**src/rtl/preset_loader.sv**
```systemverilog
// preset_loader: seeds the four 4x4 tiles of the 16x16 Life board from a
// small built-in pattern ROM. It drives the selector-side write port of the
// block memory and raises hold_run while a load is under way, so the top
// level can hold off generation stepping.
//
// Write port handshake: mem_write_enb is a one-way strobe with no ready.
// The block memory takes mem_array_sel/mem_alive on every rising clock edge
// where mem_write_enb is high. A load is exactly NUM_TILES back-to-back
// strobes for tiles 0..NUM_TILES-1, followed by a one-cycle done pulse.
// mem_array_sel and mem_alive are held at zero whenever the strobe is low.
module preset_loader #(
    parameter int          NUM_TILES      = 4,
    parameter bit          AUTO_LOAD      = 1'b1,
    parameter logic [3:0]  DEFAULT_PRESET = 4'd0
) (
    input  logic        clk,
    input  logic        reset,
    input  logic        load_req,
    input  logic [3:0]  preset_sel,
    output logic        mem_write_enb,
    output logic [1:0]  mem_array_sel,
    output logic [15:0] mem_alive,
    output logic        busy,
    output logic        done,
    output logic        hold_run
);

    typedef enum logic [1:0] {
        IDLE  = 2'd0,
        WRITE = 2'd1,
        DONE  = 2'd2
    } state_t;

    // Index of the final tile; the write phase ends once it has been shown.
    localparam logic [1:0] LAST_TILE = 2'(NUM_TILES - 1);

    state_t     state;
    logic [1:0] tile;          // next tile to present while in WRITE
    logic [3:0] preset_q;      // preset captured when the load starts
    logic       load_pending;  // automatic load owed after reset release

    logic       sync_s1;
    logic       sync_s2;
    logic       sync_prev;
    logic       req_edge;

    logic       start;
    logic [3:0] start_preset;

    // Two-flop synchroniser for the button level plus a previous-value flop
    // for rising-edge detection. prev follows s2 in every state, so a held
    // button produces exactly one edge no matter when the load finishes.
    always_ff @(posedge clk or posedge reset) begin
        if (reset) begin
            sync_s1   <= 1'b0;
            sync_s2   <= 1'b0;
            sync_prev <= 1'b0;
        end else begin
            sync_s1   <= load_req;
            sync_s2   <= sync_s1;
            sync_prev <= sync_s2;
        end
    end

    assign req_edge = sync_s2 & ~sync_prev;

    // Pattern ROM. Bit index is row*4+col with row 0 at the top, so the
    // low nibble of each word is the top row of the tile.
    function automatic logic [15:0] rom_lookup(input logic [3:0] preset,
                                               input logic [1:0] t);
        logic [15:0] word;
        word = 16'h0000;
        case (preset)
            4'd1:    word = (t == 2'd0) ? 16'h0070 : 16'h0000; // blinker
            4'd2:    word = (t == 2'd0) ? 16'h0742 : 16'h0000; // glider
            4'd3:    word = 16'h0660;                          // block
            4'd4:    word = 16'hFFFF;                          // all alive
            4'd15:   word = 16'hA5A5;                          // checker
            default: word = 16'h0000;                          // 0, 5..14
        endcase
        return word;
    endfunction

    // A pending automatic load takes priority over a button edge; both
    // only count while idle, so edges during WRITE or DONE are dropped.
    always_comb begin
        start        = (state == IDLE) && (load_pending || req_edge);
        start_preset = load_pending ? DEFAULT_PRESET : preset_sel;
    end

    // Loader FSM with registered outputs. Tile 0 is presented on the very
    // edge that leaves IDLE, which is why the ROM is indexed with the
    // incoming preset there and with the latched copy afterwards.
    always_ff @(posedge clk or posedge reset) begin
        if (reset) begin
            state         <= IDLE;
            tile          <= 2'd0;
            preset_q      <= 4'd0;
            load_pending  <= AUTO_LOAD;
            mem_write_enb <= 1'b0;
            mem_array_sel <= 2'd0;
            mem_alive     <= 16'h0000;
            busy          <= 1'b0;
            done          <= 1'b0;
            hold_run      <= 1'b0;
        end else begin
            case (state)
                IDLE: begin
                    mem_write_enb <= 1'b0;
                    mem_array_sel <= 2'd0;
                    mem_alive     <= 16'h0000;
                    busy          <= 1'b0;
                    done          <= 1'b0;
                    hold_run      <= 1'b0;
                    tile          <= 2'd0;
                    if (start) begin
                        state         <= WRITE;
                        preset_q      <= start_preset;
                        load_pending  <= 1'b0;
                        mem_write_enb <= 1'b1;
                        mem_array_sel <= 2'd0;
                        mem_alive     <= rom_lookup(start_preset, 2'd0);
                        tile          <= 2'd1;
                        busy          <= 1'b1;
                        hold_run      <= 1'b1;
                    end
                end

                WRITE: begin
                    if (mem_array_sel == LAST_TILE) begin
                        state         <= DONE;
                        mem_write_enb <= 1'b0;
                        mem_array_sel <= 2'd0;
                        mem_alive     <= 16'h0000;
                        done          <= 1'b1;
                        tile          <= 2'd0;
                    end else begin
                        mem_array_sel <= tile;
                        mem_alive     <= rom_lookup(preset_q, tile);
                        tile          <= tile + 2'd1;
                    end
                end

                DONE: begin
                    state    <= IDLE;
                    done     <= 1'b0;
                    busy     <= 1'b0;
                    hold_run <= 1'b0;
                end

                default: begin
                    state         <= IDLE;
                    mem_write_enb <= 1'b0;
                    mem_array_sel <= 2'd0;
                    mem_alive     <= 16'h0000;
                    busy          <= 1'b0;
                    done          <= 1'b0;
                    hold_run      <= 1'b0;
                end
            endcase
        end
    end

endmodule

```
**config.mk**
```make
export PLATFORM = sky130hd
export DESIGN_NAME = preset_loader
export DESIGN_NICKNAME = d
export VERILOG_FILES = /design/src/rtl/preset_loader.sv
export SDC_FILE = /design/constraint.sdc
export NUM_CORES = 1
export LEC_CHECK = 0
export BUFFER_PORTS_ARGS = -buffer_cell sky130_fd_sc_hd__clkbuf_2
export CORE_MARGIN = 8
export CORE_UTILIZATION = 57
export DETAILED_ROUTE_END_ITERATION = 10
export GPL_TIMING_DRIVEN = 0
export HOLD_SLACK_MARGIN = 0.1
export PLACE_DENSITY = 0.83
export SYNTH_ARGS = -nofsm -noshare
export SYNTH_HDL_FRONTEND = slang
export SYNTH_SLANG_ARGS = --single-unit
```
**constraint.sdc**
```tcl
create_clock -name clk -period 4.04 [get_ports clk]
set_clock_uncertainty 0.15 [all_clocks]
set_input_delay 1.212 -clock clk [delete_from_list [all_inputs] [get_ports clk]]
set_output_delay 1.212 -clock clk [all_outputs]
set_load 0.02 [all_outputs]
```
* Word-level counts from Yosys, hierarchy flattened
Index checks and enable logic that the tools add are counted.
** Word-level totals
- Register bits after elaboration :: 33
- Latch bits :: 0
- RAM bits :: 0
- Bits in read-only memories :: 0
- Input port bits :: 7
- Word-level logic and storage cells :: 61
- Memories :: 0
** Operators by class
- Add/subtract/negate cells :: 1
- Multipliers :: 0
- Div/mod/pow operators :: 0
- Order comparisons :: 0
- Equal/unequal tests :: 15
- Shift-type cells :: 0
- Muxes and demuxes :: 22
- Bitwise operators :: 3
- Reduce and logical (&&, ||, !) cells :: 8
** Operators by type and width (count)
- case mux 16 bit (5 select lines) :: 2
- case mux 16 bit (3 select lines) :: 1
- two-way mux 16 bit :: 2
- == test 4 x 2 -> 1 bit (second input constant) :: 4
- case mux 2 bit (2 select lines) :: 3
- two-way mux 11 bit :: 1
- == test 4 x 1 -> 1 bit (second input constant) :: 2
- == test 4 x 3 -> 1 bit (second input constant) :: 2
- == test 4 bit (second input constant) :: 2
- two-way mux 2 bit :: 4
- two-way mux 7 bit :: 1
- AND reduction 2 bit :: 3
- two-way mux 1 bit :: 5
- == test 2 bit (second input constant) :: 2
- zero test 2 bit :: 2
- two-way mux 4 bit :: 1
- inequality test 2 bit (second input constant) :: 2
- case mux 1 bit (3 select lines) :: 1
- adder 2 x 1 -> 2 bit (second input constant) :: 1
- == test 2 x 1 -> 1 bit (second input constant) :: 1
- inverter 1 bit :: 2
- case mux 1 bit (2 select lines) :: 1
- nonzero test 2 bit :: 1
- bitwise AND 1 bit :: 1
- 2 further kinds :: 2

* Longest topological paths before layout
- Depth in word-level cells :: 6
- Depth in mapped cells :: 6
- Depth with buffers taken out :: 6

* Worst setup path before layout
Ideal clock, no wire load.
- Kind :: input-to-reg
- Start point :: input port preset_sel[0]
- End point :: register mem_alive[4]
- Setup time :: 0.087 ns
- Data arrival time :: 2.156 ns
- Data required time :: 3.803 ns
- Setup slack :: 1.648 ns
- Stages on the path :: 4
- Path buffers :: 0
- Cells stage by stage :: or3b_2 -> nor4_1 -> a21oi_1 -> o211ai_1
** Between the ends
- Cells in the longest elaborated chain, start to end :: 5
** RTL lines
- start, declared :: RTL line 19 : input logic [3:0] preset_sel,
- two-way mux 4 bit * :: RTL line 88 : start_preset = load_pending ? DEFAULT_PRESET : preset_sel;
- == test 4 bit (tied with other cells) :: RTL line 73 : case (preset)
- case mux 16 bit (5 select lines) * :: RTL line 73
- two-way mux 16 bit * :: RTL line 116 : if (start) begin
- case mux 16 bit (3 select lines) * :: RTL line 107 : case (state)
- end signal, assigned :: RTL line 122 : mem_alive <= rom_lookup(start_preset, 2'd0);
- end signal, assigned :: RTL line 139 : mem_alive <= rom_lookup(preset_q, tile);
- end, declared :: RTL line 22 : output logic [15:0] mem_alive,
Every way passes the cells marked *; elsewhere a longest branch is shown, timed or not.
A chain may end at the register's enable or synchronous reset.

==> metrics.md <==
| Metric | Value |
|---|---|
| Critical Path AT | around 1100 ps |
| Post-CTS Resized | 0 |
| Sequential power share | a little over a third |
| Critical path class | reg2out |
| Nets | 179 |
| Clock latency on the worst-skew pair | between 300 and 400 ps |
| Gate Count Post-Synth | 138 |
| Worst reg-to-reg setup slack | just under 2000 ps |
| LEAKAGE | 0.000773 uW |
| Netlist cell types | 43 |
| Post-CTS Hold Fix Bufs | 0 |
| Final setup viols | 0 |
| Power density cells | 742 nW/um^2 |
| Seq/Total Area, Yosys | 49.4% |
| Avg Cell Area, Syn | between 9 and 10 um^2 |
| Clk pin slew, worst setup/hold paths | approximately 140 ps |
| Slew HR | between 30% and 40% |
| Cell Int Power | 665 uW |
| Vias | about 1100 |
| Slowest stage cell, crit path | dfrtp_1 |
| Drt wl/cell | 14.7 um |
| Placed cells | a little under 200 |
| Number of diodes | 0 |
| Final setup TNS | 0 ps |
| Core area | 2190 um^2 |
| Slew @ Worst Pin | 964 ps |
| Detail Route Antenna Nets | 0 |
| Peak Freq | 0.411 GHz |
| Worst Hold Depth | 0 |
| Clock share of power | 15.6% |
| Final Cell Area | around 1500 um^2 |
| Worst Setup End Kind | primary output |
| Post-Layout Cell Count | 198 |
| Status | completed |
| Num CTS Buffers | 3 |
| Max-Cap Viols | 0 |
| Postcts setup bufs | 0 |
| Layout Area Growth over Synthesis | 17.3% |
| Sw frac | between 40% and 50% |
| Vias per std cell | about 5.6 |
| Synth Cell Area | about 1300 um^2 |
| Worst Hold End | sync_s2 |
| Syn Nets | 146 |
| HPWL Detailed | 2140 um |
| Die span in y | about 64 um |
| Dominant synthesized flop cell | dfrtp_1 |
| Die width | 64.1 um |
| Slowest stage delay, CP | between 400 and 500 ps |
| Final core occ | 70.6% |
| Tcrit/Tclk final | roughly 60% |
| Overflow after GRT | 0 |
| Hold path start | sync_s1 |
| Largest net degree at the start of global routing | 27 |
| Router iterations before antenna repair | 4 |
| Critical path startpoint category | flip-flop |
| Placed instance area | ~1500 um^2 |
| Final Hold Fails | 0 |
| H-tree depth | 1 |
| Post-synth EDFFs | 0 |
| Site Rows | 17 |
| Slew Limit Fails | 0 |
| Min cycle time layout | roughly 2400 ps |
| Global-route wire length before repair | between 4000 and 5000 um |
| Commonest non-fill, non-tap cell in the layout | clkbuf_2 |
| Register bit total from synthesis | 26 |
| Worst path required time | 2680 ps |
| Async SR Flop Fraction | 100% |
| RR Startpoint | state[1] |
| Crit-path cells | buf_4, clkbuf_2 |
| Initial Utilization | around three fifths |
| Root buf cell | clkbuf_4 |
| Worst IR Drop VDD | 399 uV |
| Share of layout cells above drive strength 1 | about 28% |
| Die area | between 4000 and 5000 um^2 |
| Initial antenna violation count | 0 |
| Yosys warning count | 0 |
| Clock buffer depth | 2 |
| Vias in the first global route | 1070 |
| RR Endpoint | mem_alive[5] |
| CTS tree | done |
| Commonest cells after routing, fill and taps aside | clkbuf_2 (28), dfrtp_1 (25), nand2_1 (20), o21ai_0 (10), buf_4 (8) |
| # port buffers | 28 |
| Crit Path Max Fanout | 6 |
| Tightest Hold Check Type | reg2reg |
| DRT Wirelength | between 2000 and 3000 um |
| P_sw | 483 uW |
| # DRC | 0 |
| RSZ-0062 raised after global routing | false |
| Comb pwr share | approximately half |
| Clock sinks | 26 |
| DR iter-0 viols | 42 |
| FF-to-FF path depth | 4 |
| GRT Total Usage | 14.3% |
| GPL Wtd Cong | 0.920 |
| Num ports | 29 |
==> power groups by stage <==
stage,combinational [uW],clock (uW),sequential [uW]
floorplan,340,0,470
global placement,538,0,414
detailed placement,548,0,418
CTS,557,180,412
global route,612,187,424
finish,556,178,413
==> cells by family (layout without fill, tap and decap cells) <==
group	after synthesis	count (layout)	share of synthesized area (%)
AND/OR/NAND/NOR	56	56	22.9
multiplexers	2	2	1.71
buffers and inverters	18	50	7.49
flip-flops	26	26	49.4
adder cells (fa/ha/maj)	2	2	1.71
AO/OA/AOI/OAI	34	34	16.8
==> per-stage QoR <==
stage	hold WS, ps	power, uW	setup slack (ps)
2_1_floorplan	181	810	1650
3_3_place_gp	196	951	1340
3_5_place_dp	188	966	1340
4_1_cts	230	1150	1600
5_1_grt	232	1220	1560
6_report	231	1150	1600
==> worst max-delay path, delay by kind of cell, from the launching register on <==
family	cells	cell delay, ps
flip-flops	1	460
buffers and inverters	2	300
==> Yosys cell counts (all sizes together) (2+ instances only) <==
| master | n | area share, % |
|---|---|---|
| dfrtp | 25 | 47 |
| nand2 | 20 | 5.7 |
| o21ai | 11 | 4.2 |
| buf | 9 | 4.9 |
| a21oi | 7 | 2.7 |
| nor2 | 7 | 2.0 |
| nand2b | 6 | 2.8 |
| clkbuf | 5 | 1.4 |
| inv | 4 | 1.1 |
| nor3 | 4 | 1.9 |
| a221o | 3 | 2.3 |
| nor2b | 3 | 1.4 |
| a22oi | 2 | 1.1 |
| mux2 | 2 | 1.7 |
| nand3 | 2 | 0.76 |
| nand3b | 2 | 1.1 |
| o211ai | 2 | 1.1 |
| or3 | 2 | 0.95 |
==> state kept, by name, indices dropped and copies added (netlist names) <==
register       flops
sync_s1            1
mem_write_enb      1
mem_array_sel      2
sync_s2            1
mem_alive          9
preset_q           4
state              2
load_pending       1
tile               2
hold_run           1
done               1
sync_prev          1
==> final cells by class <==
class                      count  area, um^2
inverter                       4        15.0
sequential                    26         652
tap                           28        35.0
fill                         179         644
timing repair buffer          28         140
buffer                        14        83.8
multi-input combinational     94         568
clock inverter                 1        30.0
clock buffer                   3        22.5
==> worst max-delay path by stage <==
stage	startpoint	end	slack [ps]
after global routing	mem_alive[13]	mem_alive[2]	1560
after global placement	preset_sel[0]	mem_alive[4]	1340
after CTS	mem_alive[13]	mem_alive[15]	1600
after floorplan	preset_sel[0]	mem_alive[4]	1650
after detailed placement	preset_sel[0]	mem_alive[4]	1340
final	mem_alive[13]	mem_alive[15]	1600
==> routing by layer <==
metal  vias up  part of all wire (%)  wire [um]  track usage, %
li1        542                     -          -               -
met1       523                    43       1240            17.4
met2        44                    46       1350            22.6
met3         6                   9.2        269            4.53
met4         0                   1.5         45            6.81
met5         -                     0          0               0
Note: power is estimated with default switching activity, not from simulation.
